==> src/rtl/edge_gen_pkg.sv <==
// edge_gen_pkg: shared types and defaults for the edge pattern generator
package edge_gen_pkg;
    localparam int CNT_W = 8;
    typedef enum logic {IDLE, HOLD} gen_state_t;
    typedef struct packed {
        logic             level;
        logic [CNT_W-1:0] len;
    } edge_cmd_t;
endpackage

==> src/rtl/edge_pattern_gen_if.sv <==
// edge_pattern_gen_if: valid/ready command port carrying {level, hold length}
interface edge_pattern_gen_if #(parameter int CNT_W = 8);
    logic             Cmd_Valid;
    logic             Cmd_Ready;
    logic             Cmd_Level;
    logic [CNT_W-1:0] Cmd_Len;
    modport master (output Cmd_Valid, Cmd_Level, Cmd_Len, input Cmd_Ready);
    modport slave (input Cmd_Valid, Cmd_Level, Cmd_Len, output Cmd_Ready);
endinterface

==> src/rtl/edge_cmd_fifo.sv <==
// edge_cmd_fifo: show-ahead synchronous FIFO; pointers carry an extra wrap bit
module edge_cmd_fifo #(
    parameter int DEPTH = 4,
    parameter int WIDTH = 9
) (
    input  logic             clk,
    input  logic             rst,
    input  logic             push,
    input  logic             pop,
    input  logic [WIDTH-1:0] wdata,
    output logic [WIDTH-1:0] rdata,
    output logic             full,
    output logic             empty
);
    localparam int AW = $clog2(DEPTH);
    logic [AW:0]      wr_q, wr_d, rd_q, rd_d;
    logic [WIDTH-1:0] mem_q [DEPTH];
    always_comb begin
        wr_d = push ? wr_q + (AW+1)'(1) : wr_q;
        rd_d = pop ? rd_q + (AW+1)'(1) : rd_q;
    end
    always_ff @(posedge clk) begin
        if (rst) begin
            wr_q <= '0;
            rd_q <= '0;
        end else begin
            wr_q <= wr_d;
            rd_q <= rd_d;
        end
    end
    always_ff @(posedge clk) begin
        if (push) mem_q[wr_q[AW-1:0]] <= wdata;
    end
    assign empty = wr_q == rd_q;
    assign full  = (wr_q[AW] != rd_q[AW]) && (wr_q[AW-1:0] == rd_q[AW-1:0]);
    assign rdata = mem_q[rd_q[AW-1:0]];
endmodule

==> src/rtl/edge_pattern_gen.sv <==
// edge_pattern_gen: plays queued {level, length} commands onto A with edge strobes
module edge_pattern_gen #(
    parameter int   CNT_W      = 8,
    parameter int   DEPTH      = 4,
    parameter logic IDLE_LEVEL = 1'b0
) (
    input  logic              Clk,
    input  logic              Rst,
    edge_pattern_gen_if.slave cmd,
    output logic              A,
    output logic              Rise_Strobe,
    output logic              Fall_Strobe,
    output logic              Busy,
    output logic              Done
);
    import edge_gen_pkg::*;
    gen_state_t       state_q, state_d;
    logic [CNT_W-1:0] cnt_q, cnt_d, head_len;
    logic             a_q, a_d, rise_q, rise_d, fall_q, fall_d, done_q, done_d;
    logic             push, pop, full, empty, head_level;
    assign cmd.Cmd_Ready = !full;
    assign push          = cmd.Cmd_Valid && !full;
    edge_cmd_fifo #(.DEPTH(DEPTH), .WIDTH(CNT_W + 1)) u_fifo (
        .clk   (Clk),
        .rst   (Rst),
        .push  (push),
        .pop   (pop),
        .wdata ({cmd.Cmd_Level, cmd.Cmd_Len}),
        .rdata ({head_level, head_len}),
        .full  (full),
        .empty (empty)
    );
    // cnt holds the remaining cycles after the current one, so the next
    // command loads on the edge that ends the final hold cycle
    always_comb begin
        pop     = !empty && (state_q == IDLE || cnt_q == '0);
        state_d = pop ? HOLD : (cnt_q == '0 ? IDLE : state_q);
        cnt_d   = pop ? (head_len == '0 ? '0 : head_len - CNT_W'(1))
                      : (cnt_q == '0 ? cnt_q : cnt_q - CNT_W'(1));
        a_d     = pop ? head_level : a_q;
        rise_d  = pop && head_level && !a_q;
        fall_d  = pop && !head_level && a_q;
        done_d  = !pop && state_q == HOLD && cnt_q == '0;
    end
    always_ff @(posedge Clk) begin
        if (Rst) begin
            state_q <= IDLE;
            cnt_q   <= '0;
            a_q     <= IDLE_LEVEL;
            rise_q  <= 1'b0;
            fall_q  <= 1'b0;
            done_q  <= 1'b0;
        end else begin
            state_q <= state_d;
            cnt_q   <= cnt_d;
            a_q     <= a_d;
            rise_q  <= rise_d;
            fall_q  <= fall_d;
            done_q  <= done_d;
        end
    end
    assign A           = a_q;
    assign Rise_Strobe = rise_q;
    assign Fall_Strobe = fall_q;
    assign Done        = done_q;
    assign Busy        = state_q == HOLD || !empty;
endmodule

==> src/flat_wrapper.sv <==
// flat-port wrapper written by rule: the top's interface ports become plain ports
module edge_pattern_gen_flat import edge_gen_pkg::*;
#(
    parameter int   CNT_W      = 8,
    parameter int   DEPTH      = 4,
    parameter logic IDLE_LEVEL = 1'b0
)
  (Clk, Rst, A, Rise_Strobe, Fall_Strobe, Busy, Done, cmd_Cmd_Valid, cmd_Cmd_Level, cmd_Cmd_Len, cmd_Cmd_Ready);
  edge_pattern_gen_if #(.CNT_W(CNT_W)) cmd_i ();
  input  logic Clk;
  input  logic Rst;
  output logic A;
  output logic Rise_Strobe;
  output logic Fall_Strobe;
  output logic Busy;
  output logic Done;
  input wire logic [$bits(cmd_i.Cmd_Valid)-1:0] cmd_Cmd_Valid;
  input wire logic [$bits(cmd_i.Cmd_Level)-1:0] cmd_Cmd_Level;
  input wire logic [$bits(cmd_i.Cmd_Len)-1:0] cmd_Cmd_Len;
  output wire logic [$bits(cmd_i.Cmd_Ready)-1:0] cmd_Cmd_Ready;
  assign cmd_i.Cmd_Valid = cmd_Cmd_Valid;
  assign cmd_i.Cmd_Level = cmd_Cmd_Level;
  assign cmd_i.Cmd_Len = cmd_Cmd_Len;
  assign cmd_Cmd_Ready = cmd_i.Cmd_Ready;
  edge_pattern_gen #(.CNT_W(CNT_W), .DEPTH(DEPTH), .IDLE_LEVEL(IDLE_LEVEL)) u_core (.Clk(Clk), .Rst(Rst), .cmd(cmd_i), .A(A), .Rise_Strobe(Rise_Strobe), .Fall_Strobe(Fall_Strobe), .Busy(Busy), .Done(Done));
endmodule
==> config.mk <==
export PLATFORM = sky130hd
export DESIGN_NAME = edge_pattern_gen_flat
export DESIGN_NICKNAME = d
export VERILOG_FILES = /design/src/rtl/edge_gen_pkg.sv /design/src/rtl/edge_pattern_gen_if.sv /design/src/rtl/edge_cmd_fifo.sv /design/src/rtl/edge_pattern_gen.sv /design/src/flat_wrapper.sv
export SDC_FILE = /design/constraint.sdc
export NUM_CORES = 1
export LEC_CHECK = 0
export BUFFER_PORTS_ARGS = -buffer_cell sky130_fd_sc_hd__buf_2
export CAP_MARGIN = 20
export CORE_ASPECT_RATIO = 1.75
export CORE_MARGIN = 2
export CORE_UTILIZATION = 63
export DETAILED_ROUTE_END_ITERATION = 8
export PLACE_DENSITY = 0.8
export SETUP_SLACK_MARGIN = 0.02
export SYNTH_ARGS = -nofsm -noshare
export SYNTH_HDL_FRONTEND = slang
export SYNTH_SLANG_ARGS = --single-unit
==> constraint.sdc <==
create_clock -name Clk -period 5.05 [get_ports Clk]
set_clock_uncertainty 0.2 [all_clocks]
set_input_delay 0.505 -clock Clk [delete_from_list [all_inputs] [get_ports Clk]]
set_output_delay 0.505 -clock Clk [all_outputs]
set_load 0.01 [all_outputs]
# Word level (Yosys, flattened, before mapping)

Memories as Yosys holds them, arrays and structs flattened. A register that Yosys moved wholly into a read port is not among the register bits.
Index checks and enable logic that the tools add are counted.

Flip-flop bits (word level): 19
Memory bits (writable): 36
Bits of input ports: 12
Output and inout bits: 6
Logic and storage cells: 46
Memories kept: 1

Add/subtract/negate cells: 4
Equal/unequal tests: 4
Muxes and demuxes: 9
Bitwise logic cells: 1
Reductions and logical operators: 19

Memories:

| name                | depth | width | rd ports | clocked after Yosys merged registers in | write ports | RTL line            | source |
|---|---|---|---|---|---|---|---|
| u_core.u_fifo.mem_q | 4     | 9     | 1        | 1                                       | 1           | edge_cmd_fifo.sv:17 | `logic [WIDTH-1:0] mem_q [DEPTH];` |

Operators by type and width:

| cell                  | number |
|---|---|
| $mux W8               | 3 |
| $logic_not A8 Y1      | 2 |
| $sub A8 B1 Y8 const B | 2 |
| $logic_and A1 B1 Y1   | 9 |
| $add A3 B1 Y3 const B | 2 |
| $logic_not A1 Y1      | 5 |
| $mux W1               | 4 |
| $mux W2               | 2 |
| $eq A3 B3 Y1          | 1 |
| $eq A2 B2 Y1          | 1 |
| $logic_or A1 B1 Y1    | 2 |
| $ne A2 B2 Y1 const B  | 1 |
| $reduce_bool A2 Y1    | 1 |
| $ne A1 B1 Y1          | 1 |
| $not A1 Y1            | 1 |

# Longest topological paths before layout

Depth in word-level cells: 6
Mapped depth: 8

# Hierarchy

A second synthesis with hierarchy kept.

Cells, all modules: 195
Area total of the unflattened synthesis: 2617.5 µm²

Modules (own cells, without submodules):

| module           | times used | cells each | area an instance (µm²) | sequential area each (µm²) |
|---|---|---|---|---|
| edge_cmd_fifo    | 1          | 87         | 1700.4                 | 1241.2 |
| edge_pattern_gen | 1          | 108        | 917.1                  | 260.2 |

# Worst setup path before layout

No wires, ideal clock.

Path type: reg2reg
From: register u_core.cnt_q[2]
To: register u_core.cnt_q[1]
Setup time: 130 ps
Arrival time: 2066 ps
Slack: 2654 ps
Stages on the path, launching flop included: 8
Path buffers: 2
Period minus slack after synthesis: 2396 ps
Cell sequence: dfxtp_1 > or4_4 > or4b_4 > buf_6 > a21o_1 > buf_6 > a22oi_2 > nor3_2

Longest elaborated chain between the ends: 4
Elaborated cells between the ends (all ways): 5
Classes of those cells: eq/ne: 1; mux: 1; reduce/logical: 3

Ends and longest elaborated chain:

| item                                              | RTL line                                       | source |
|---|---|---|
| start, declared                                   | edge_pattern_gen.sv:18                         | `logic [CNT_W-1:0] cnt_q, cnt_d, head_len;` |
| start signal, assigned                            | edge_pattern_gen.sv:55                         | `cnt_q <= cnt_d;` |
| $logic_not A8 Y1 (*)                              | edge_pattern_gen.sv:36, edge_pattern_gen.sv:39 |  |
| $logic_or A1 B1 Y1                                | edge_pattern_gen.sv:36                         | `pop = !empty && (state_q == IDLE \|\| cnt_q == '0);` |
| $logic_and A1 B1 Y1                               | edge_pattern_gen.sv:36                         |  |
| $ne A2 B2 Y1 (no line) or $mux W8 (tied branches) | -                                              |  |

Every way passes the cells marked *; elsewhere a longest branch is shown, timed or not.
A chain may end at the register's enable or synchronous reset.

==> flow_metrics.env <==
export IMPL_start_util=0.6560
export IMPL_relSlewSlack=0.5689
export IMPL_netlist_area_mm2=0.002536
export IMPL_synth_top_cell_by_area="edfxtp_1"
export IMPL_synthCells=180
export IMPL_synth_nets=201
export IMPL_grt_pass1_wl_um=7044
export IMPL_grt_pass1_vias=1569
export IMPL_synth_edf_count=36
export IMPL_synth_top_area_frac=0.4262
export IMPL_n_fill_cell=254
export IMPL_drive_gt1_frac=0.2212
export IMPL_cts_hold_buf=0
export IMPL_dr_pass1_iters=6
export IMPL_pwr_density_cell_mw_per_mm2=556.9
export IMPL_overflow=0
export IMPL_antenna_found_initial=0
export IMPL_grt_max_degree=15
export IMPL_ant_nets=0
export IMPL_wl_um=4260
export IMPL_io_buffers=17
export IMPL_multi_input_area_um2=962.2
export IMPL_total_power_mw=1.572
export IMPL_peakVddDrop_mv=0.3532
export IMPL_rows=30
export IMPL_root_buffer="clkbuf_8"
export IMPL_rr_endpoint="u_core.cnt_q[1]"
export IMPL_clkSlewWorstSetupHoldPaths_ns=0.06
export IMPL_globalplace_congestion=0.9016
export IMPL_max_stage_delay_ns=0.67
export IMPL_cts_htree_levels=3
export IMPL_post_cts_buffers=0
export IMPL_register_area_mm2=0.001501
export IMPL_die_w_um=51.96
export IMPL_cp_arrival_ns=2.72
export IMPL_cp_end_kind="register"
export IMPL_setup_viol=0
export IMPL_io_pins=18
export IMPL_wl_per_cell_um=16.64
export IMPL_max_freq_mhz=369.0
export IMPL_critical_path_top_delay_family="flip-flops"
export IMPL_min_period_ns=2.710
export IMPL_ys_async_sr_fraction=0
export IMPL_post_dp_hpwl_um=3153
export IMPL_dr_total_vias=1439
export IMPL_clkSinkCount=57
export IMPL_holdPathStages=1
export IMPL_die_h_um=87.94
export IMPL_pre_cts_ws_ns=2.298
export IMPL_dieArea_mm2=0.004569
export IMPL_hp_start="cmd_Cmd_Len[4]"
export IMPL_grt_use_total=0.2191
export IMPL_cts_tree="yes"
export IMPL_ys_ff_latch=57
export IMPL_drc=0
export IMPL_vias_per_cell=5.621
export IMPL_worst_slew_pin_slew_ns=0.6408
export IMPL_crit_path_top_delay_cell="dfxtp_1"
export IMPL_reg2reg_depth=5
export IMPL_rrSetupSlack_ns=2.34
export IMPL_crit_type="register to register"
export IMPL_tns_ns=0
export IMPL_worstPathRequired_ns=5.06
export IMPL_layout_setup_ws_ns=2.340
export IMPL_cts_buffers=9
export IMPL_first_iter_violations=56
export IMPL_hold_viol=0
export IMPL_startpoint_type="register"
export IMPL_synth_area_leaders="edfxtp_1, dfxtp_1, mux4_2, ha_1, xor2_1"
export IMPL_p_leak_nw=1.051
export IMPL_drv_slew=0
export IMPL_ys_warnings_count=0
export IMPL_min_period_over_period=0.5367
export IMPL_core_mm2=0.003866
export IMPL_area_growth_pct=11.30
export IMPL_clkLatencyLatePin_ns=0.33
export IMPL_nets=224
export IMPL_worstHoldEndpoint="u_core.u_fifo.mem_q[1][4]"
export IMPL_critPathBufInv=0
export IMPL_seq_area_frac_synth=0.5920
export IMPL_synthDistinctLibCells=40
export IMPL_worstPathCellList="mux4_2 -> nor4_1 -> a221oi_4 -> a22oi_2 -> nor3_2"
export IMPL_rsz0062_at_grt="no"
export IMPL_antenna_cells=0
export IMPL_synth_top_flop_cell="edfxtp_1"
export IMPL_hold_path_class="primary input to register"
export IMPL_cts_resized=0
export IMPL_clockBufferDepth=2
export IMPL_status="completed"
export IMPL_avgSynthCellArea_um2=14.09
export IMPL_cp_max_fo=9
export IMPL_drv_cap=0
-- sequential cells by signal, indices dropped and copies added, names as in the netlist, named ones only --
name                 count
u_core.A                 1
u_core.Done              1
u_core.Fall_Strobe       1
u_core.Rise_Strobe       1
u_core.cnt_q             8
u_core.state_q           1
u_core.u_fifo.mem_q     36
u_core.u_fifo.rd_q       3
u_core.u_fifo.wr_q       3
-- cell type report --
type,instances,share of cell area
Tap cell,48,0.02128
Clock inverter,6,0.01729
Inverter,10,0.01330
Clock buffer,10,0.04521
Multi-Input combinational cell,108,0.3409
Sequential cell,57,0.5319
Timing Repair Buffer,17,0.03014
-- cells by family (layout without fill, tap and decap cells) --
kind of cell | Yosys count | count (layout) | synth area share
flip-flops | 57 | 57 | 0.5920
buffers and inverters | 15 | 43 | 0.02861
AND/OR/NAND/NOR | 50 | 50 | 0.1189
XOR/XNOR | 19 | 19 | 0.06561
multiplexers | 9 | 9 | 0.07992
AO/OA/AOI/OAI | 21 | 21 | 0.07055
adder cells (fa/ha/maj) | 9 | 9 | 0.04440
-- placed cells by master (no fill, tap or decap), drive strengths merged, types with 2 or more instances in the layout --
cell    count
a21o        2
clkbuf     10
xnor2       8
nor2       14
nor4        2
mux4        9
o21ai       2
a211o       2
edfxtp     36
a22oi       4
nand2b      2
ha          9
inv        10
xor2       11
and3b       2
clkinv      5
a21oi       6
nand2      10
dfxtp      21
nor4b       2
and2        4
nor3b       3
or3         2
buf        17
nor3        3
-- worst reg2reg max path: stages (launching register included) --
cell      delay [ns]
dfxtp_1         0.67
mux4_2          0.63
nor4_1          0.60
a221oi_4        0.19
a22oi_2         0.24
nor3_2          0.06
-- through the flow --
step / cell area [µm²] / instances / util / hold WS, ns
floorplan: 2536 / 180 / - / 0.2794
global placement: 2646 / 240 / 0.6845 / 0.2752
detailed placement: 2646 / 240 / 0.6845 / 0.3001
CTS: 2823 / 256 / 0.7301 / 0.1752
global route: 2823 / 256 / 0.7301 / 0.1819
finish: 2823 / 256 / 0.7301 / 0.1920
-- worst max path at each step --
stage | slack, ns | startpoint | end | depth (start not counted)
detailed placement | 2.30 | register | u_core.cnt_q[1] | 5
global route | 2.12 | register | u_core.cnt_q[6] | 7
finish | 2.34 | register | u_core.cnt_q[1] | 5
global placement | 2.41 | register | u_core.cnt_q[1] | 5
floorplan | 2.65 | u_core.cnt_q[2] | u_core.cnt_q[1] | 7
CTS | 2.32 | register | u_core.cnt_q[1] | 5
-- cells in the mapped netlist (3+ instances only) --
cell type,count
a22oi_1,3
edfxtp_1,36
xnor2_1,8
ha_1,9
xor2_1,11
and2_1,4
nor2_1,14
dfxtp_1,21
mux4_2,9
a21oi_1,5
nor3b_1,3
inv_1,10
nand2_1,10
-- metal layers --
layer  vias to the layer above  share of wire  GRT usage
li1                        707              -          -
met1                       701           0.37     0.2141
met2                        24           0.58     0.4097
met3                         7          0.034    0.06826
met4                         0          0.012    0.08852
met5                         -              0          0
-- power by group --
group | total, mW | switching [mW] | leakage, nW | internal, mW
registers | 0.636 | 0.0717 | 0.503 | 0.564
clock network | 0.380 | 0.161 | 0.0879 | 0.219
logic | 0.556 | 0.301 | 0.460 | 0.255
No activity file was read; power rests on OpenSTA's default activity.
